**config.mk**
```make
export PLATFORM = sky130hd
export DESIGN_NAME = spi_master_seq_flat
export DESIGN_NICKNAME = d
export VERILOG_FILES = /design/src/rtl/spi_master_pkg.sv /design/src/rtl/spi_master_seq_if.sv /design/src/rtl/spi_master_seq.sv /design/src/flat_wrapper.sv
export SDC_FILE = /design/constraint.sdc
export NUM_CORES = 1
export LEC_CHECK = 0
export BUFFER_PORTS_ARGS = -buffer_cell sky130_fd_sc_hd__buf_2
export CORE_ASPECT_RATIO = 1.25
export CORE_MARGIN = 2
export CORE_UTILIZATION = 58
export DETAILED_ROUTE_END_ITERATION = 8
export PLACE_DENSITY = 0.86
export SYNTH_ARGS = -nofsm -noshare
export SYNTH_HDL_FRONTEND = slang
export SYNTH_SLANG_ARGS = --single-unit
```
**constraint.sdc**
```tcl
create_clock -name HCLK -period 5.75 [get_ports HCLK]
set_input_delay 1.4375 -clock HCLK [delete_from_list [all_inputs] [get_ports HCLK]]
set_output_delay 1.4375 -clock HCLK [all_outputs]
set_load 0.03 [all_outputs]
```
**src/rtl/spi_master_pkg.sv**
```systemverilog
// Shared types for the SPI master transfer sequencer: phase states, op types
// and the phase-skipping rule.
package spi_master_pkg;

    localparam int unsigned CS_NUM_DEF = 4;
    localparam int unsigned LEN_W_DEF  = 16;
    localparam int unsigned WORD_W     = 32;
    localparam int unsigned BLEN_W     = 6;
    localparam int unsigned CNT_W      = 16;
    localparam int unsigned NUM_STATES = 7;

    localparam int unsigned ST_IDLE_BIT    = 0;
    localparam int unsigned ST_CMD_BIT     = 1;
    localparam int unsigned ST_ADDR_BIT    = 2;
    localparam int unsigned ST_DUMMY_BIT   = 3;
    localparam int unsigned ST_DATA_TX_BIT = 4;
    localparam int unsigned ST_DATA_RX_BIT = 5;
    localparam int unsigned ST_EOT_BIT     = 6;

    // One-hot so the state register doubles as the status word.
    typedef enum logic [NUM_STATES-1:0] {
        ST_IDLE    = 7'b000_0001,
        ST_CMD     = 7'b000_0010,
        ST_ADDR    = 7'b000_0100,
        ST_DUMMY   = 7'b000_1000,
        ST_DATA_TX = 7'b001_0000,
        ST_DATA_RX = 7'b010_0000,
        ST_EOT     = 7'b100_0000
    } state_e;

    typedef enum logic [1:0] {
        OP_RD  = 2'd0,
        OP_WR  = 2'd1,
        OP_QRD = 2'd2,
        OP_QWR = 2'd3
    } op_e;

    function automatic logic op_is_write(op_e op);
        return (op == OP_WR) || (op == OP_QWR);
    endfunction

    function automatic logic op_is_quad(op_e op);
        return (op == OP_QRD) || (op == OP_QWR);
    endfunction

    // First phase after cur whose latched length is nonzero, else EOT.
    function automatic state_e next_phase(
        state_e              cur,
        op_e                 op,
        logic [BLEN_W-1:0]   cmd_len,
        logic [BLEN_W-1:0]   addr_len,
        logic [CNT_W-1:0]    dummy,
        logic [CNT_W-1:0]    data_len
    );
        state_e nxt;
        nxt = ST_EOT;
        if ((cur == ST_IDLE) && (cmd_len != '0)) begin
            nxt = ST_CMD;
        end else if ((cur inside {ST_IDLE, ST_CMD}) && (addr_len != '0)) begin
            nxt = ST_ADDR;
        end else if ((cur inside {ST_IDLE, ST_CMD, ST_ADDR}) && (dummy != '0)) begin
            nxt = ST_DUMMY;
        end else if ((cur inside {ST_IDLE, ST_CMD, ST_ADDR, ST_DUMMY}) && (data_len != '0)) begin
            nxt = op_is_write(op) ? ST_DATA_TX : ST_DATA_RX;
        end
        return nxt;
    endfunction

endpackage

```
**src/rtl/spi_master_seq_if.sv**
```systemverilog
// Sequencer-facing bundle: register-block op strobes and lengths in,
// shifter handshakes, chip selects and status out.
interface spi_master_seq_if
    import spi_master_pkg::*;
#(
    parameter int unsigned CS_NUM = CS_NUM_DEF,
    parameter int unsigned LEN_W  = LEN_W_DEF
);
    logic                spi_rd;
    logic                spi_wr;
    logic                spi_qrd;
    logic                spi_qwr;
    logic                spi_swrst;
    logic [CS_NUM-1:0]   spi_csreg;
    logic [WORD_W-1:0]   spi_cmd;
    logic [BLEN_W-1:0]   spi_cmd_len;
    logic [WORD_W-1:0]   spi_addr;
    logic [BLEN_W-1:0]   spi_addr_len;
    logic [CNT_W-1:0]    spi_data_len;
    logic [CNT_W-1:0]    spi_dummy_rd;
    logic [CNT_W-1:0]    spi_dummy_wr;
    logic                spi_edge;

    logic                tx_start;
    logic [WORD_W-1:0]   tx_data;
    logic [LEN_W-1:0]    tx_len;
    logic                tx_quad;
    logic                tx_is_data;
    logic                tx_done;
    logic                rx_start;
    logic [LEN_W-1:0]    rx_len;
    logic                rx_quad;
    logic                rx_done;
    logic                spi_clk_en;
    logic [CS_NUM-1:0]   spi_csn;
    logic                shifter_clr;
    logic [WORD_W-1:0]   spi_status;
    logic                eot;

    modport master (
        input  spi_rd, spi_wr, spi_qrd, spi_qwr, spi_swrst, spi_csreg,
               spi_cmd, spi_cmd_len, spi_addr, spi_addr_len, spi_data_len,
               spi_dummy_rd, spi_dummy_wr, spi_edge, tx_done, rx_done,
        output tx_start, tx_data, tx_len, tx_quad, tx_is_data,
               rx_start, rx_len, rx_quad, spi_clk_en, spi_csn,
               shifter_clr, spi_status, eot
    );

    modport slave (
        output spi_rd, spi_wr, spi_qrd, spi_qwr, spi_swrst, spi_csreg,
               spi_cmd, spi_cmd_len, spi_addr, spi_addr_len, spi_data_len,
               spi_dummy_rd, spi_dummy_wr, spi_edge, tx_done, rx_done,
        input  tx_start, tx_data, tx_len, tx_quad, tx_is_data,
               rx_start, rx_len, rx_quad, spi_clk_en, spi_csn,
               shifter_clr, spi_status, eot
    );

endinterface

```
**src/rtl/spi_master_seq.sv**
```systemverilog
// Transfer sequencer for the APB SPI master: walks CMD/ADDR/DUMMY/DATA phases,
// issues shifter start pulses, drives chip selects and flags end of transfer.
module spi_master_seq
    import spi_master_pkg::*;
#(
    parameter int unsigned CS_NUM = CS_NUM_DEF,
    parameter int unsigned LEN_W  = LEN_W_DEF
) (
    input  logic             HCLK,
    input  logic             HRESETn,
    spi_master_seq_if.master bus
);

    state_e              r_state,      w_state_nxt;
    op_e                 r_op,         w_op_nxt;
    logic [CS_NUM-1:0]   r_cs,         w_cs_nxt;
    logic [WORD_W-1:0]   r_cmd,        w_cmd_nxt;
    logic [WORD_W-1:0]   r_addr,       w_addr_nxt;
    logic [BLEN_W-1:0]   r_cmd_len,    w_cmd_len_nxt;
    logic [BLEN_W-1:0]   r_addr_len,   w_addr_len_nxt;
    logic [CNT_W-1:0]    r_data_len,   w_data_len_nxt;
    logic [CNT_W-1:0]    r_dummy,      w_dummy_nxt;
    logic [CNT_W-1:0]    r_dcnt,       w_dcnt_nxt;

    logic                r_tx_start,   w_tx_start_nxt;
    logic [WORD_W-1:0]   r_tx_data,    w_tx_data_nxt;
    logic [LEN_W-1:0]    r_tx_len,     w_tx_len_nxt;
    logic                r_tx_quad,    w_tx_quad_nxt;
    logic                r_tx_is_data, w_tx_is_data_nxt;
    logic                r_rx_start,   w_rx_start_nxt;
    logic [LEN_W-1:0]    r_rx_len,     w_rx_len_nxt;
    logic                r_rx_quad,    w_rx_quad_nxt;
    logic                r_clk_en,     w_clk_en_nxt;
    logic [CS_NUM-1:0]   r_csn,        w_csn_nxt;
    logic                r_clr,        w_clr_nxt;
    logic                r_eot,        w_eot_nxt;

    logic                w_accept;
    logic                w_enter;

    // Next-state, latch and phase-entry output logic.
    always_comb begin
        w_state_nxt      = r_state;
        w_op_nxt         = r_op;
        w_cs_nxt         = r_cs;
        w_cmd_nxt        = r_cmd;
        w_addr_nxt       = r_addr;
        w_cmd_len_nxt    = r_cmd_len;
        w_addr_len_nxt   = r_addr_len;
        w_data_len_nxt   = r_data_len;
        w_dummy_nxt      = r_dummy;
        w_dcnt_nxt       = r_dcnt;
        w_tx_start_nxt   = 1'b0;
        w_tx_data_nxt    = r_tx_data;
        w_tx_len_nxt     = r_tx_len;
        w_tx_quad_nxt    = r_tx_quad;
        w_tx_is_data_nxt = r_tx_is_data;
        w_rx_start_nxt   = 1'b0;
        w_rx_len_nxt     = r_rx_len;
        w_rx_quad_nxt    = r_rx_quad;
        w_clk_en_nxt     = r_clk_en;
        w_csn_nxt        = r_csn;
        w_clr_nxt        = 1'b0;
        w_eot_nxt        = 1'b0;
        w_accept         = 1'b0;
        w_enter          = 1'b0;

        unique case (r_state)
            ST_IDLE: begin
                if (bus.spi_rd) begin
                    w_accept = 1'b1;
                    w_op_nxt = OP_RD;
                end else if (bus.spi_wr) begin
                    w_accept = 1'b1;
                    w_op_nxt = OP_WR;
                end else if (bus.spi_qrd) begin
                    w_accept = 1'b1;
                    w_op_nxt = OP_QRD;
                end else if (bus.spi_qwr) begin
                    w_accept = 1'b1;
                    w_op_nxt = OP_QWR;
                end
                if (w_accept) begin
                    w_cs_nxt       = bus.spi_csreg;
                    w_cmd_nxt      = bus.spi_cmd;
                    w_addr_nxt     = bus.spi_addr;
                    w_cmd_len_nxt  = bus.spi_cmd_len;
                    w_addr_len_nxt = bus.spi_addr_len;
                    w_data_len_nxt = bus.spi_data_len;
                    w_dummy_nxt    = op_is_write(w_op_nxt) ? bus.spi_dummy_wr
                                                           : bus.spi_dummy_rd;
                    w_state_nxt    = next_phase(ST_IDLE, w_op_nxt, w_cmd_len_nxt,
                                                w_addr_len_nxt, w_dummy_nxt,
                                                w_data_len_nxt);
                    w_enter        = 1'b1;
                end
            end
            ST_CMD, ST_ADDR: begin
                // done coinciding with the start pulse belongs to no transfer yet
                if (bus.tx_done && !r_tx_start) begin
                    w_state_nxt = next_phase(r_state, r_op, r_cmd_len, r_addr_len,
                                             r_dummy, r_data_len);
                    w_enter     = 1'b1;
                end
            end
            ST_DUMMY: begin
                if (bus.spi_edge) begin
                    if (r_dcnt == CNT_W'(1)) begin
                        w_state_nxt = next_phase(ST_DUMMY, r_op, r_cmd_len, r_addr_len,
                                                 r_dummy, r_data_len);
                        w_enter     = 1'b1;
                    end else begin
                        w_dcnt_nxt = r_dcnt - CNT_W'(1);
                    end
                end
            end
            ST_DATA_TX: begin
                if (bus.tx_done && !r_tx_start) begin
                    w_state_nxt = ST_EOT;
                    w_enter     = 1'b1;
                end
            end
            ST_DATA_RX: begin
                if (bus.rx_done && !r_rx_start) begin
                    w_state_nxt = ST_EOT;
                    w_enter     = 1'b1;
                end
            end
            ST_EOT: begin
                w_state_nxt = ST_IDLE;
            end
            default: begin
                w_state_nxt  = ST_IDLE;
                w_csn_nxt    = {CS_NUM{1'b1}};
                w_clk_en_nxt = 1'b0;
            end
        endcase

        // Load the shifter view of the phase being entered.
        if (w_enter) begin
            w_csn_nxt    = ~w_cs_nxt;
            w_clk_en_nxt = 1'b1;
            unique case (w_state_nxt)
                ST_CMD: begin
                    w_tx_start_nxt   = 1'b1;
                    w_tx_data_nxt    = w_cmd_nxt;
                    w_tx_len_nxt     = LEN_W'(w_cmd_len_nxt);
                    w_tx_quad_nxt    = op_is_quad(w_op_nxt);
                    w_tx_is_data_nxt = 1'b0;
                end
                ST_ADDR: begin
                    w_tx_start_nxt   = 1'b1;
                    w_tx_data_nxt    = w_addr_nxt;
                    w_tx_len_nxt     = LEN_W'(w_addr_len_nxt);
                    w_tx_quad_nxt    = op_is_quad(w_op_nxt);
                    w_tx_is_data_nxt = 1'b0;
                end
                ST_DUMMY: begin
                    w_dcnt_nxt = w_dummy_nxt;
                end
                ST_DATA_TX: begin
                    w_tx_start_nxt   = 1'b1;
                    w_tx_data_nxt    = '0;
                    w_tx_len_nxt     = LEN_W'(w_data_len_nxt);
                    w_tx_quad_nxt    = (w_op_nxt == OP_QWR);
                    w_tx_is_data_nxt = 1'b1;
                end
                ST_DATA_RX: begin
                    w_rx_start_nxt = 1'b1;
                    w_rx_len_nxt   = LEN_W'(w_data_len_nxt);
                    w_rx_quad_nxt  = (w_op_nxt == OP_QRD);
                end
                default: begin
                    w_eot_nxt    = 1'b1;
                    w_csn_nxt    = {CS_NUM{1'b1}};
                    w_clk_en_nxt = 1'b0;
                end
            endcase
        end

        // Soft reset overrides any strobe or done seen in the same cycle.
        if (bus.spi_swrst) begin
            w_state_nxt    = ST_IDLE;
            w_tx_start_nxt = 1'b0;
            w_rx_start_nxt = 1'b0;
            w_eot_nxt      = 1'b0;
            w_csn_nxt      = {CS_NUM{1'b1}};
            w_clk_en_nxt   = 1'b0;
            w_clr_nxt      = 1'b1;
        end
    end

    always_ff @(posedge HCLK or negedge HRESETn) begin
        if (!HRESETn) begin
            r_state      <= ST_IDLE;
            r_op         <= OP_RD;
            r_cs         <= '0;
            r_cmd        <= '0;
            r_addr       <= '0;
            r_cmd_len    <= '0;
            r_addr_len   <= '0;
            r_data_len   <= '0;
            r_dummy      <= '0;
            r_dcnt       <= '0;
            r_tx_start   <= 1'b0;
            r_tx_data    <= '0;
            r_tx_len     <= '0;
            r_tx_quad    <= 1'b0;
            r_tx_is_data <= 1'b0;
            r_rx_start   <= 1'b0;
            r_rx_len     <= '0;
            r_rx_quad    <= 1'b0;
            r_clk_en     <= 1'b0;
            r_csn        <= {CS_NUM{1'b1}};
            r_clr        <= 1'b0;
            r_eot        <= 1'b0;
        end else begin
            r_state      <= w_state_nxt;
            r_op         <= w_op_nxt;
            r_cs         <= w_cs_nxt;
            r_cmd        <= w_cmd_nxt;
            r_addr       <= w_addr_nxt;
            r_cmd_len    <= w_cmd_len_nxt;
            r_addr_len   <= w_addr_len_nxt;
            r_data_len   <= w_data_len_nxt;
            r_dummy      <= w_dummy_nxt;
            r_dcnt       <= w_dcnt_nxt;
            r_tx_start   <= w_tx_start_nxt;
            r_tx_data    <= w_tx_data_nxt;
            r_tx_len     <= w_tx_len_nxt;
            r_tx_quad    <= w_tx_quad_nxt;
            r_tx_is_data <= w_tx_is_data_nxt;
            r_rx_start   <= w_rx_start_nxt;
            r_rx_len     <= w_rx_len_nxt;
            r_rx_quad    <= w_rx_quad_nxt;
            r_clk_en     <= w_clk_en_nxt;
            r_csn        <= w_csn_nxt;
            r_clr        <= w_clr_nxt;
            r_eot        <= w_eot_nxt;
        end
    end

    assign bus.tx_start    = r_tx_start;
    assign bus.tx_data     = r_tx_data;
    assign bus.tx_len      = r_tx_len;
    assign bus.tx_quad     = r_tx_quad;
    assign bus.tx_is_data  = r_tx_is_data;
    assign bus.rx_start    = r_rx_start;
    assign bus.rx_len      = r_rx_len;
    assign bus.rx_quad     = r_rx_quad;
    assign bus.spi_clk_en  = r_clk_en;
    assign bus.spi_csn     = r_csn;
    assign bus.shifter_clr = r_clr;
    assign bus.eot         = r_eot;
    assign bus.spi_status  = {(WORD_W - NUM_STATES)'(0), r_state};

endmodule

```
**src/flat_wrapper.sv**
```systemverilog
// flat-port wrapper written by rule: the top's interface ports become plain ports
module spi_master_seq_flat import spi_master_pkg::*;
#(
    parameter int unsigned CS_NUM = CS_NUM_DEF,
    parameter int unsigned LEN_W  = LEN_W_DEF
)
  (HCLK, HRESETn, bus_spi_rd, bus_spi_wr, bus_spi_qrd, bus_spi_qwr, bus_spi_swrst, bus_spi_csreg, bus_spi_cmd, bus_spi_cmd_len, bus_spi_addr, bus_spi_addr_len, bus_spi_data_len, bus_spi_dummy_rd, bus_spi_dummy_wr, bus_spi_edge, bus_tx_done, bus_rx_done, bus_tx_start, bus_tx_data, bus_tx_len, bus_tx_quad, bus_tx_is_data, bus_rx_start, bus_rx_len, bus_rx_quad, bus_spi_clk_en, bus_spi_csn, bus_shifter_clr, bus_spi_status, bus_eot);
  spi_master_seq_if #(.CS_NUM(CS_NUM), .LEN_W(LEN_W)) bus_i ();
  input  logic HCLK;
  input  logic HRESETn;
  input wire logic [$bits(bus_i.spi_rd)-1:0] bus_spi_rd;
  input wire logic [$bits(bus_i.spi_wr)-1:0] bus_spi_wr;
  input wire logic [$bits(bus_i.spi_qrd)-1:0] bus_spi_qrd;
  input wire logic [$bits(bus_i.spi_qwr)-1:0] bus_spi_qwr;
  input wire logic [$bits(bus_i.spi_swrst)-1:0] bus_spi_swrst;
  input wire logic [$bits(bus_i.spi_csreg)-1:0] bus_spi_csreg;
  input wire logic [$bits(bus_i.spi_cmd)-1:0] bus_spi_cmd;
  input wire logic [$bits(bus_i.spi_cmd_len)-1:0] bus_spi_cmd_len;
  input wire logic [$bits(bus_i.spi_addr)-1:0] bus_spi_addr;
  input wire logic [$bits(bus_i.spi_addr_len)-1:0] bus_spi_addr_len;
  input wire logic [$bits(bus_i.spi_data_len)-1:0] bus_spi_data_len;
  input wire logic [$bits(bus_i.spi_dummy_rd)-1:0] bus_spi_dummy_rd;
  input wire logic [$bits(bus_i.spi_dummy_wr)-1:0] bus_spi_dummy_wr;
  input wire logic [$bits(bus_i.spi_edge)-1:0] bus_spi_edge;
  input wire logic [$bits(bus_i.tx_done)-1:0] bus_tx_done;
  input wire logic [$bits(bus_i.rx_done)-1:0] bus_rx_done;
  output wire logic [$bits(bus_i.tx_start)-1:0] bus_tx_start;
  output wire logic [$bits(bus_i.tx_data)-1:0] bus_tx_data;
  output wire logic [$bits(bus_i.tx_len)-1:0] bus_tx_len;
  output wire logic [$bits(bus_i.tx_quad)-1:0] bus_tx_quad;
  output wire logic [$bits(bus_i.tx_is_data)-1:0] bus_tx_is_data;
  output wire logic [$bits(bus_i.rx_start)-1:0] bus_rx_start;
  output wire logic [$bits(bus_i.rx_len)-1:0] bus_rx_len;
  output wire logic [$bits(bus_i.rx_quad)-1:0] bus_rx_quad;
  output wire logic [$bits(bus_i.spi_clk_en)-1:0] bus_spi_clk_en;
  output wire logic [$bits(bus_i.spi_csn)-1:0] bus_spi_csn;
  output wire logic [$bits(bus_i.shifter_clr)-1:0] bus_shifter_clr;
  output wire logic [$bits(bus_i.spi_status)-1:0] bus_spi_status;
  output wire logic [$bits(bus_i.eot)-1:0] bus_eot;
  assign bus_i.spi_rd = bus_spi_rd;
  assign bus_i.spi_wr = bus_spi_wr;
  assign bus_i.spi_qrd = bus_spi_qrd;
  assign bus_i.spi_qwr = bus_spi_qwr;
  assign bus_i.spi_swrst = bus_spi_swrst;
  assign bus_i.spi_csreg = bus_spi_csreg;
  assign bus_i.spi_cmd = bus_spi_cmd;
  assign bus_i.spi_cmd_len = bus_spi_cmd_len;
  assign bus_i.spi_addr = bus_spi_addr;
  assign bus_i.spi_addr_len = bus_spi_addr_len;
  assign bus_i.spi_data_len = bus_spi_data_len;
  assign bus_i.spi_dummy_rd = bus_spi_dummy_rd;
  assign bus_i.spi_dummy_wr = bus_spi_dummy_wr;
  assign bus_i.spi_edge = bus_spi_edge;
  assign bus_i.tx_done = bus_tx_done;
  assign bus_i.rx_done = bus_rx_done;
  assign bus_tx_start = bus_i.tx_start;
  assign bus_tx_data = bus_i.tx_data;
  assign bus_tx_len = bus_i.tx_len;
  assign bus_tx_quad = bus_i.tx_quad;
  assign bus_tx_is_data = bus_i.tx_is_data;
  assign bus_rx_start = bus_i.rx_start;
  assign bus_rx_len = bus_i.rx_len;
  assign bus_rx_quad = bus_i.rx_quad;
  assign bus_spi_clk_en = bus_i.spi_clk_en;
  assign bus_spi_csn = bus_i.spi_csn;
  assign bus_shifter_clr = bus_i.shifter_clr;
  assign bus_spi_status = bus_i.spi_status;
  assign bus_eot = bus_i.eot;
  spi_master_seq #(.CS_NUM(CS_NUM), .LEN_W(LEN_W)) u_core (.HCLK(HCLK), .HRESETn(HRESETn), .bus(bus_i));
endmodule
```
# Word level (Yosys, flattened, before mapping)
# Index checks and enable logic that the tools add are counted.
[totals] latch_bits=0 word_cells=155 regBits=213 output_inout_bits=108 mem_bits_rw=0 mem_bits_ro=0 mem_count=0 input_bits=138
[classes] eq_ne=20 n_reduce_logical=33 div_mod_pow=0 bitwise_logic=1 n_mux=78 shift=0 n_addsub=1 n_lt_le_gt_ge=0 multipliers=0
[ops] operator="$mux W16" count=10
[ops] operator="$mux W32" count=4
[ops] operator="$mux W7" count=16
[ops] operator="$pmux W32 S3" count=1
[ops] operator="$reduce_bool A16 Y1" count=4
[ops] operator="$pmux W16 S3" count=1
[ops] operator="$mux W6" count=6
[ops] operator="$pmux W7 S5" count=1
[ops] operator="$mux W1" count=24
[ops] operator="$mux W4" count=6
[ops] operator="$reduce_bool A6 Y1" count=4
[ops] operator="$eq A16 B1 Y1 const B" count=1
[ops] operator="$sub A16 B1 Y16 const B" count=1
[ops] operator="$eq A7 B2 Y1 const B" count=2
[ops] operator="$eq A7 B3 Y1 const B" count=2
[ops] operator="$eq A7 B4 Y1 const B" count=2
[ops] operator="$eq A7 B5 Y1 const B" count=2
[ops] operator="$eq A7 B6 Y1 const B" count=2
[ops] operator="$mux W2" count=6
[ops] operator="$eq A2 B2 Y1 const B" count=4
[ops] operator="$eq A7 B1 Y1 const B" count=1
[ops] operator="$eq A7 B7 Y1 const B" count=1
[ops] operator="$reduce_or A7 Y1" count=1
[ops] operator="$logic_and A1 B1 Y1" count=6
[ops] operator="14 further kinds" count=25

# Logic depth before layout (Yosys ltp)
# Gate-level depths: netlist of run 1.
[depth] ltp_word=19 mapped_depth=11 mapped_depth_nobuf=9

# Least setup slack after synthesis of run 1
# OpenSTA, ideal clock, no wires.
[synth_timing] path_kind="in2reg" start="in bus_spi_qwr" end="reg u_core.r_tx_len[2] (netlist: u_core.bus.tx_len[2])" required_time_ns=5.662 path_stages=10 setup_slack_ns=2.368 n_path_buf=3 setup_time_ns=0.088 arrival_ns=3.293 cell_sequence="nor4_1 > and3b_1 > buf_2 > and4b_1 > a21oi_2 > and2_4 > buf_6 > buf_2 > nand3_1 > a41oi_1"
[synth_via] elab_chain_cells=17 elab_cells_between_ends=36 cone_classes="eq/ne (5); mux (27); reduce/logical (4)"
[synth_lines] element="start: declaration" line_no="flat_wrapper.sv:14" rtl="input wire logic [$bits(bus_i.spi_qwr)-1:0] bus_spi_qwr;"
[synth_lines] element="$mux W2" line_no="spi_master_seq.sv:79" rtl="end else if (bus.spi_qwr) begin"
[synth_lines] element="$mux W2" line_no="spi_master_seq.sv:76" rtl="end else if (bus.spi_qrd) begin"
[synth_lines] element="$mux W2" line_no="spi_master_seq.sv:73" rtl="end else if (bus.spi_wr) begin"
[synth_lines] element="$mux W2" line_no="spi_master_seq.sv:70" rtl="if (bus.spi_rd) begin"
[synth_lines] element="$mux W2" line_no="spi_master_seq.sv:68" rtl="unique case (r_state)"
[synth_lines] element="$eq A2 B1 Y1 / $eq A2 B2 Y1 (equally long branches)" line_no="spi_master_pkg.sv:39" rtl="return (op == OP_WR) || (op == OP_QWR);"
[synth_lines] element="$logic_or A1 B1 Y1" line_no="spi_master_pkg.sv:39"
[synth_lines] element="$mux W16 / $mux W6 (equally long branches)" line_no="spi_master_seq.sv:90, spi_master_pkg.sv:64"
[synth_lines] element="$reduce_bool A16 Y1 / $mux W7 (equally long branches)" line_no="spi_master_pkg.sv:61, spi_master_pkg.sv:63"
[synth_lines] element="$mux W7" line_no="spi_master_pkg.sv:61" rtl="end else if ((cur inside {ST_IDLE, ST_CMD, ST_ADDR}) && (dummy != '0)) begin"
[synth_lines] element="$mux W7" line_no="spi_master_pkg.sv:59" rtl="end else if ((cur inside {ST_IDLE, ST_CMD}) && (addr_len != '0)) begin"
[synth_lines] element="$mux W7" line_no="spi_master_pkg.sv:57" rtl="if ((cur == ST_IDLE) && (cmd_len != '0)) begin"
[synth_lines] element="$mux W7" line_no="spi_master_seq.sv:83" rtl="if (w_accept) begin"
[synth_lines] element="$pmux W7 S5" line_no="spi_master_seq.sv:68"
[synth_lines] element="$eq A7 B2 Y1 (tied with other cells)" line_no="spi_master_seq.sv:143" rtl="unique case (w_state_nxt)"
[synth_lines] element="$reduce_bool A3 Y1 (no source line)"
[synth_lines] element="$reduce_and A2 Y1 (no source line)"
[synth_lines] element="end signal: assignment" line_no="spi_master_seq.sv:230" rtl="r_tx_len <= w_tx_len_nxt;"
[synth_lines] element="end: declaration" line_no="spi_master_seq.sv:27" rtl="logic [LEN_W-1:0] r_tx_len, w_tx_len_nxt;"
# Parallel ways exist; a longest one is shown, timed or not. The select of a mux whose other input is x is not followed.
# A chain may end at the register's enable or synchronous reset.

# Final worst setup path of run 1
[layout_timing] start="in bus_spi_wr" end="reg u_core.r_csn[0] (netlist: u_core.bus.spi_csn[0])"
[layout_via] elab_chain_cells=17 elab_cells_between_ends=33 cone_classes="eq/ne (8); mux (21); bitwise (1); reduce/logical (3)"
[layout_lines] element="start: declaration" line_no="flat_wrapper.sv:12" rtl="input wire logic [$bits(bus_i.spi_wr)-1:0] bus_spi_wr;"
[layout_lines] element="$mux W2" line_no="spi_master_seq.sv:73"
[layout_lines] element="$mux W2" line_no="spi_master_seq.sv:70"
[layout_lines] element="$mux W2" line_no="spi_master_seq.sv:68"
[layout_lines] element="$eq A2 B1 Y1 / $eq A2 B2 Y1 (equally long branches)" line_no="spi_master_pkg.sv:39"
[layout_lines] element="$logic_or A1 B1 Y1" line_no="spi_master_pkg.sv:39"
[layout_lines] element="$mux W16 / $mux W6 (equally long branches)" line_no="spi_master_seq.sv:90, spi_master_pkg.sv:64"
[layout_lines] element="$reduce_bool A16 Y1 / $mux W7 (equally long branches)" line_no="spi_master_pkg.sv:61, spi_master_pkg.sv:63"
[layout_lines] element="$mux W7" line_no="spi_master_pkg.sv:61"
[layout_lines] element="$mux W7" line_no="spi_master_pkg.sv:59"
[layout_lines] element="$mux W7" line_no="spi_master_pkg.sv:57"
[layout_lines] element="$mux W7" line_no="spi_master_seq.sv:83"
[layout_lines] element="$pmux W7 S5" line_no="spi_master_seq.sv:68"
[layout_lines] element="$eq A7 B2 Y1 (tied with other cells)" line_no="spi_master_seq.sv:143"
[layout_lines] element="$reduce_or A5 Y1 (no source line)"
[layout_lines] element="$mux W4" line_no="spi_master_seq.sv:143"
[layout_lines] element="$mux W4" line_no="spi_master_seq.sv:140" rtl="if (w_enter) begin"
[layout_lines] element="$mux W4" line_no="spi_master_seq.sv:182" rtl="if (bus.spi_swrst) begin"
[layout_lines] element="end signal: assignment" line_no="spi_master_seq.sv:214" rtl="r_csn <= {CS_NUM{1'b1}};"
[layout_lines] element="end signal: assignment" line_no="spi_master_seq.sv:237" rtl="r_csn <= w_csn_nxt;"
[layout_lines] element="end: declaration" line_no="spi_master_seq.sv:34" rtl="logic [CS_NUM-1:0] r_csn, w_csn_nxt;"
# Parallel ways exist; a longest one is shown, timed or not. The select of a mux whose other input is x is not followed.

==> summary by stage, run 1 <==
Pwr
The worst-case IR drop observed on VDD is between 0.0003 and 0.0004 V. For this design the static power due to leakage is 5.790 nW. The internal power consumption is 3.951 mW. The power share of the sequential group is 0.361. The total power per unit cell area is approximately 600 mW/mm2. In this run the power spent charging and discharging nets is 2.994 mW. The share of total power dissipated in combinational logic is 0.439. The proportion of total power due to net switching is 0.4311. The share of total power in the clock network is 0.200.

Place
OpenSTA, run right after detailed placement, puts the worst setup slack at around 1.5 ns. Once detailed placement completed, the half-perimeter wirelength came to roughly 17 mm. Input and output buffers added on the ports amount to 220. At the end of routability-driven placement, the weighted congestion stood at a little under 0.9. Once placement finished, the instance area stood at 0.01085 mm2.

Worst setup path
The required time at the worst-slack endpoint is a little over 6 ns. In this run the worst path has a maximum fanout of 94. The critical path launch point type is an input pin.

On the critical path, the stage with the largest delay is an instance of buf_4. The family with the most delay on the worst path is simple AND/OR/NAND/NOR gates. The launch point of the critical path is bus_spi_wr. The class of the most critical setup path is in2reg. STA classifies the critical path endpoint as a flop.

The endpoint arrival time on the critical path is about 4.3 ns. The largest single stage delay on the critical path is just under 0.8 ns. The startpoint identified for the worst register-to-register timing path is u_core.r_state[0]. The critical path goes through buf_2 -> nor4_1 -> and3b_4 -> buf_4 -> nand2_1 -> o2bb2ai_2 -> nor2_1 -> and4_4 -> o32a_1. The worst path buffer plus inverter count is 2.

Finish
The diode insertion count for antenna repair is 0. The final standard cell area without fillers is 0.01154 mm2. The final layout net count is approximately 1,400.

The share of the core filled with cells is 0.7093. Relative to the synthesized area, the layout overhead comes to 19.03%. The multi-input gate area in the final layout is between 0.003 and 0.004 mm2. The ratio of cells with drive above 1 in the final layout is 0.2333.

The sequential cells in the finished layout cover a total of approximately 0.0053 mm2. After filler insertion, the fill cell instance count of the layout stands at ~1,300.

Clocking
The number of resized instances in the post-cts repair step is 0. The clock edge transition at the registers on the reported setup and hold paths is 0.06 ns. In this run the number of H-tree levels came out at 1. The clock latency of the later-clocked register in the worst-skew pair is about 0.49 ns.

The clock tree buffer depth is 3. The number of buffers added by the clock tree synthesis step is 21. Clock tree synthesis found a total of about 210 sinks. The library cell used as clock root buffer is clkbuf_16. The number of setup buffers added after CTS is 0. The count of hold buffers inserted by post-cts repair is 0. TritonCTS built the clock tree.

Global routing
The global routing usage summed across all routing layers is 0.2749. Entering global routing, the biggest net connects roughly 130 pins. The via count of the first global-routing pass came to slightly above 8,000. The wire length of the first global-routing pass is between 30 and 40 mm.

The total overflow reported by the global router is 0. The number of antenna violations at the first check in global routing was 0.

STA
Setup slack closes at around 1.9 ns. The worst max-slew margin expressed relative to the limit is 0.3053. The number of hold violations in the final report is 0. Setup violations remaining at the end of the flow were counted as 0. Setup total negative slack on the finished layout was measured at 0 ns. The measured slew at the worst slew-check pin is 1.042 ns. The final cycle utilization of the critical path is 0.6749. The largest clock skew in the final design is a little over 0.007 ns. Setup repair after global routing left no endpoint under its margin. The final count of pins violating max slew is 0.

The maximum clock rate is between 0.2 and 0.3 GHz. Subtracting the final worst setup slack from the clock period gives around 3.9 ns.

Synth
Yosys attributes the largest share of cell area to dfrtp_1 (54%), nand2_1 (13%), mux2i_1 (3.2%). The fraction of synthesized cell area taken by the top area cell type is 0.5370. The count of mapped cells out of synthesis is approximately 1,100. Counting flops and latches in the post-synthesis netlist gives between 200 and 250.

For this run, the register share of the synthesized area comes to 0.5505. The mapped netlist covers 0.009693 mm2. Yosys printed 0 warnings. In this run, synthesis inferred 0 flip-flops with an integrated enable. The average cell area after synthesis is just over 9 um2. The count of unique library cells instantiated by Yosys is 64.

The biggest area consumer among synthesized cells is dfrtp_1. The most used flip-flop cell after synthesis is dfrtp_1. The share of async-settable or async-resettable flops after synthesis is 1.000.

Floorplan
The site row count is between 50 and 60. The height of the die is between 100 and 150 um. In this run the count of I/O pins placed on the die edge is 246.

The core region area is 0.01627 mm2. The die area is about 0.018 mm2. The initial core utilization is 0.5959. The die is approximately 120 um wide.

Worst hold path
In this run the most critical hold path is launched from u_core.r_cmd[15]. The class of the tightest hold or removal check is reg2reg.

Detailed routing
The final routed DRC violation total is 0. In the final routed layout, each cell accounts on average for ~17 um. The antenna violation net count after detailed routing is 0.

For this run, the detailed router's first-pass iteration total came to 7. The detail-routed via count per cell is roughly 5.6. Across all layers, the routed design uses around 8,300 vias. The first routing iteration left 620 violations. Summed over all layers, the routed wires come to around 25 mm.

Job
Max-cap violations in this run came to 0.

Run status
The run finished with clean final reports.
==> power groups by stage <==
stage	Clock [mW]	Sequential, mW	Combinational [mW]
floorplan	0	2.77	1.97
global placement	0	2.49	2.92
detailed placement	0	2.51	3.03
CTS	1.40	2.50	3.05
global route	1.46	2.57	3.38
finish	1.39	2.51	3.05
==> synth_stat cells, drive strengths merged, types with 12 or more instances <==
cell type	count
nand3	40
a21oi	22
inv	21
o21ai	39
clkbuf	38
xnor2	15
nand2b	12
a31oi	34
mux2i	31
nand2	336
dfrtp	208
buf	48
nor2	79
nor4	31
==> area by class of cell <==
type | count | share of cell area
clock buffers | 26 | 0.04891
well taps | 216 | 0.02342
flip-flops and latches | 213 | 0.4625
clock inverters | 9 | 0.01063
inverters | 21 | 0.006832
repair buffers | 231 | 0.1055
multi-input cells | 756 | 0.3422
==> logic make-up (layout without fill, tap and decap cells) <==
kind of cell / after synthesis / count (layout) / share of synthesized area
compound gates: 132 / 132 / 0.08829
xor+xnor: 19 / 19 / 0.01717
fa+ha+maj: 2 / 2 / 0.002581
buf+inv: 107 / 287 / 0.05473
flops: 213 / 213 / 0.5505
mux: 37 / 37 / 0.03898
other cells: 1 / 25 / 0.0003869
simple gates: 541 / 541 / 0.2473
==> state kept, by name, indices dropped and copies added, names as in the netlist, 6 cells and up <==
signal              cells
u_core.r_data_len      16
u_core.r_state          7
u_core.r_dcnt          16
u_core.bus.tx_data     32
u_core.r_addr          32
u_core.r_addr_len       6
u_core.r_cmd           32
u_core.r_cmd_len        6
u_core.bus.tx_len      16
u_core.bus.rx_len      16
u_core.r_dummy         16
==> cell usage in the layout, fill, tap and decap left out, types with 3 or more instances in the layout <==
cell,count
dfrtp_1,208
dfstp_2,5
and4_1,3
bufinv_16,3
nor2_1,79
mux2_2,6
buf_2,219
conb_1,25
a41oi_1,6
o21ai_0,38
a21oi_2,3
clkinv_2,5
xor2_1,4
mux2i_1,31
inv_1,21
buf_4,9
nand2_1,336
xnor2_1,15
clkbuf_16,21
nor2b_1,5
nand2b_1,12
nand4_1,5
nor4_1,29
o32a_1,4
a31oi_1,33
a21oi_1,19
nor3_1,3
nand3_1,40
clkbuf_1,3
clkbuf_8,3
o31ai_1,10
or2_2,3
==> path summary, 6_finish.rpt <==
path,to,slack [ns],cells past startpoint
worst max-delay path,u_core.bus.spi_csn[0],1.87,9
worst min-delay path,u_core.r_cmd[15],0.47,2
worst max register to register,u_core.bus.spi_csn[0],1.97,8
worst min register to register,u_core.r_cmd[15],0.47,2
max in group asynchronous,u_core.r_cmd[13],3.69,2
min in group asynchronous,u_core.bus.rx_len[8],1.08,1
==> per-stage QoR <==
stage | power [mW] | std cells | hold WS, ns
5_1_grt | 7.404 | 1472 | 0.4880
2_1_floorplan | 4.742 | 1076 | 0.4403
3_3_place_gp | 5.404 | 1437 | 0.4516
4_1_cts | 6.950 | 1472 | 0.4732
6_report | 6.945 | 1472 | 0.4710
3_5_place_dp | 5.541 | 1437 | 0.4578
==> worst min-delay path, delay by kind of cell (launching register included) <==
kind	cells	cell delay, ns
and+or+nand+nor	2	0.12
DFF	1	0.32
==> routing by layer <==
metal | part of all wire | GRT usage | up-vias
met5 | 0 | 0 | -
met4 | 0.039 | 0.1176 | 0
met3 | 0.063 | 0.04026 | 77
met2 | 0.49 | 0.4569 | 343
met1 | 0.41 | 0.3635 | 4022
li1 | - | - | 3872
Note: power is estimated with default switching activity, not from simulation.
==> run 2, diff against run 1 <==
--- a/config.mk
+++ b/config.mk
@@ -8,9 +8,9 @@
 export BUFFER_PORTS_ARGS = -buffer_cell sky130_fd_sc_hd__buf_2
 export CORE_ASPECT_RATIO = 1.25
 export CORE_MARGIN = 2
-export CORE_UTILIZATION = 58
+export CORE_UTILIZATION = 48
 export DETAILED_ROUTE_END_ITERATION = 8
-export PLACE_DENSITY = 0.86
+export PLACE_DENSITY = 0.76
 export SYNTH_ARGS = -nofsm -noshare
 export SYNTH_HDL_FRONTEND = slang
 export SYNTH_SLANG_ARGS = --single-unit
==> constraint.sdc (replaced) <==
create_clock -name HCLK -period 3.45 [get_ports HCLK]
set_input_delay 0.8625 -clock HCLK [delete_from_list [all_inputs] [get_ports HCLK]]
set_output_delay 0.8625 -clock HCLK [all_outputs]
set_load 0.03 [all_outputs]
==> summary by stage, run 2 (synthesized netlist as in run 1, its figures left out) <==
STA
The final-layout worst hold slack is 0.3745 ns (-0.09652 ns). The smallest clock period supported by the final layout is computed as 3.028 ns. The number of hold violations in the final report is 0 (unchanged).

The largest clock skew in the final design is 0.01622 ns (+0.008975 ns). Setup repair after global routing left no endpoint under its margin. The final count of pins violating max slew was 0 (unchanged). The measured slew at the worst slew-check pin is 0.6862 ns (-0.3559 ns).

The worst max-slew margin expressed relative to the limit came to 0.5426 (+0.2372). The final cycle utilization of the critical path is 0.8776. The final-layout setup total negative slack is 0 ns (unchanged). The maximum clock rate is about 0.33 GHz. The setup-violating endpoint count in the final report came to 0 (unchanged).

Detailed routing
The number of detailed-routing iterations run before antenna repair is 5 (-2). The vias after detailed routing is 8,196 (-1.4%). The detail-routed via count per cell is 5.305 (-6.1%).

The antenna violation net count after detailed routing is 0 (unchanged). The final routed DRC violation total is 0 (unchanged). The detailed-route wire length per cell was 16.21 um (-3.7%). The detailed router's first-iteration violation count is 598 (-3.5%). The total wirelength of the detailed-routed design is 25.04 mm (+1.0%).

Worst setup path
The maximum cell stage delay along the critical path is 0.47 ns (-0.30 ns). The class of the most critical setup path is reg2reg. Traced cell by cell, the critical path runs through inv_1 -> ha_1 -> or4b_4 -> nor4_4 -> nor3b_2 -> nor4_4 -> buf_4 -> a21oi_2 -> buf_4 -> nor2_1 -> a21oi_1. On the critical path, the stage with the largest delay is an instance of or4b_4.

In this run the worst setup path begins at u_core.r_dcnt[1]. Broken down by cell family, the worst path's largest delay share belongs to simple AND/OR/NAND/NOR gates. The highest net fanout along the worst path is 20 (-79%).

The launch point of the worst reg-to-reg path is u_core.r_dcnt[1]. The critical path launch point type is a flop. The required time at the worst-slack endpoint is 3.87 ns (-2.29 ns). STA classifies the critical path endpoint as a flop. The endpoint arrival time on the critical path is 3.44 ns (-0.85 ns). The worst path buffer plus inverter count is 3 (+1).

Finish
From synthesis to final layout, the design area changed by 21.07%. The most common cell after layout, fill and taps aside is nand2_1. The final layout net count came to 1,398 (+1.0%).

In the layout the commonest cells are nand2_1 (336), buf_2 (219), dfrtp_1 (208). The ratio of cells with drive above 1 in the final layout is 0.2380 (+0.004740).

Job
The number of max-capacitance violations reported is 0 (unchanged).

Pwr
The static leakage is 5.863 nW (+1.3%). The peak supply drop is 0.0005748 V (+45%). The total power per unit cell area is 989.0 mW/mm2 (+64%).

Clocking
TritonCTS built the clock tree. The clock latency of the later-clocked register in the worst-skew pair was 0.50 ns (about the same). The clock edge transition at the registers on the reported setup and hold paths is 0.06 ns (about the same). The clock sink count is 213 (unchanged). The tree is rooted in a clkbuf_16.

The number of setup buffers added after CTS is 0 (unchanged). The clock tree buffer depth was 3 (unchanged). The count of hold buffers inserted by post-cts repair was 0 (unchanged).

The number of resized instances in the post-cts repair step came to 0 (unchanged). The level count of the clock H-tree is 1 (unchanged). The number of buffers added by the clock tree synthesis step is 22 (+4.8%).

Floorplan
The initial core utilization is 0.4857 (-0.1102). The die area is 0.02135 mm2 (+20%). The die width is 131.1 um (+9.6%). The number of primary I/O pins was 246 (unchanged). The core region area is 0.01996 mm2 (+23%). The site row count was 58 (+12%). The height of the die is 162.9 um (+9.7%).

Global routing
The number of antenna violations at the first check in global routing is 2 (+2). The via count of the first global-routing pass came to 7,879 (-3.5%). The total overflow reported by the global router is 0 (unchanged). The global routing usage summed across all routing layers is 0.2303 (-0.04467).

The pin count of the biggest net entering global routing is 84 (-34%). The wire length of the first global-routing pass was 40.25 mm (+1.9%).

Run status
The run finished with clean final reports.

Place
The number of I/O port buffers is 220 (unchanged). The last weighted congestion value of the routability-driven placer was 0.8987 (+0.72%). The half-perimeter wire length after placement is 17.57 mm (+4.4%).

Worst hold path
The class of the tightest hold or removal check is in2async.
run 2: cell count changes in the layout (fill, tap and decap cells not counted):
cell	delta
buf_12	+3
buf_4	+10
bufinv_16	-2
clkbuf_1	+7
clkbuf_16	+2
clkbuf_8	-1
clkinv_2	-1
clkinvlp_4	-1
diode_2	+2
run 2: final timing paths:
kind,end,slack [ns],depth (start not counted)
min in group HCLK,u_core.r_cmd[1],0.47,2
hold reg to reg,u_core.r_cmd[1],0.47,2
hold / removal,u_core.bus.rx_len[11],0.37,1
setup / recovery,u_core.bus.rx_len[9],0.42,11
setup reg to reg,u_core.bus.rx_len[9],0.42,11
max in group asynchronous,u_core.r_cmd[0],2.27,2
run 2: per-layer routing:
layer  GRT usage  share of wire
met1      0.3102           0.42
met2      0.3842           0.49
met3     0.03548          0.065
met4     0.07955          0.026
met5           0              0
run 2: layout make-up:
cell class                 instances  area [um2]
clock inverter                     5       50.05
sequential                       213        5336
tap                              270       337.8
timing repair buffer             244        1353
multi-input combinational        756        3948
inverter                          21       78.83
fill                            1741        8222
antenna                            2       5.005
clock buffer                      34       626.9
run 2: per-stage QoR:
step	std cells	total power, mW	util	cell area, um2	setup slack, ns
CTS	1543	11.66	0.5878	11730	0.4126
floorplan	1076	7.903	-	9783	0.6432
global placement	1504	9.187	0.5539	11050	0.2918
global route	1545	12.44	0.5880	11740	0.1809
finish	1545	11.61	0.5880	11740	0.4224
detailed placement	1504	9.363	0.5539	11050	0.2113
run 2: power by group:
part           switching (mW)  internal [mW]
clock network           0.942           1.32
logic                    3.51           1.66
registers               0.551           3.61
total                    5.00           6.60
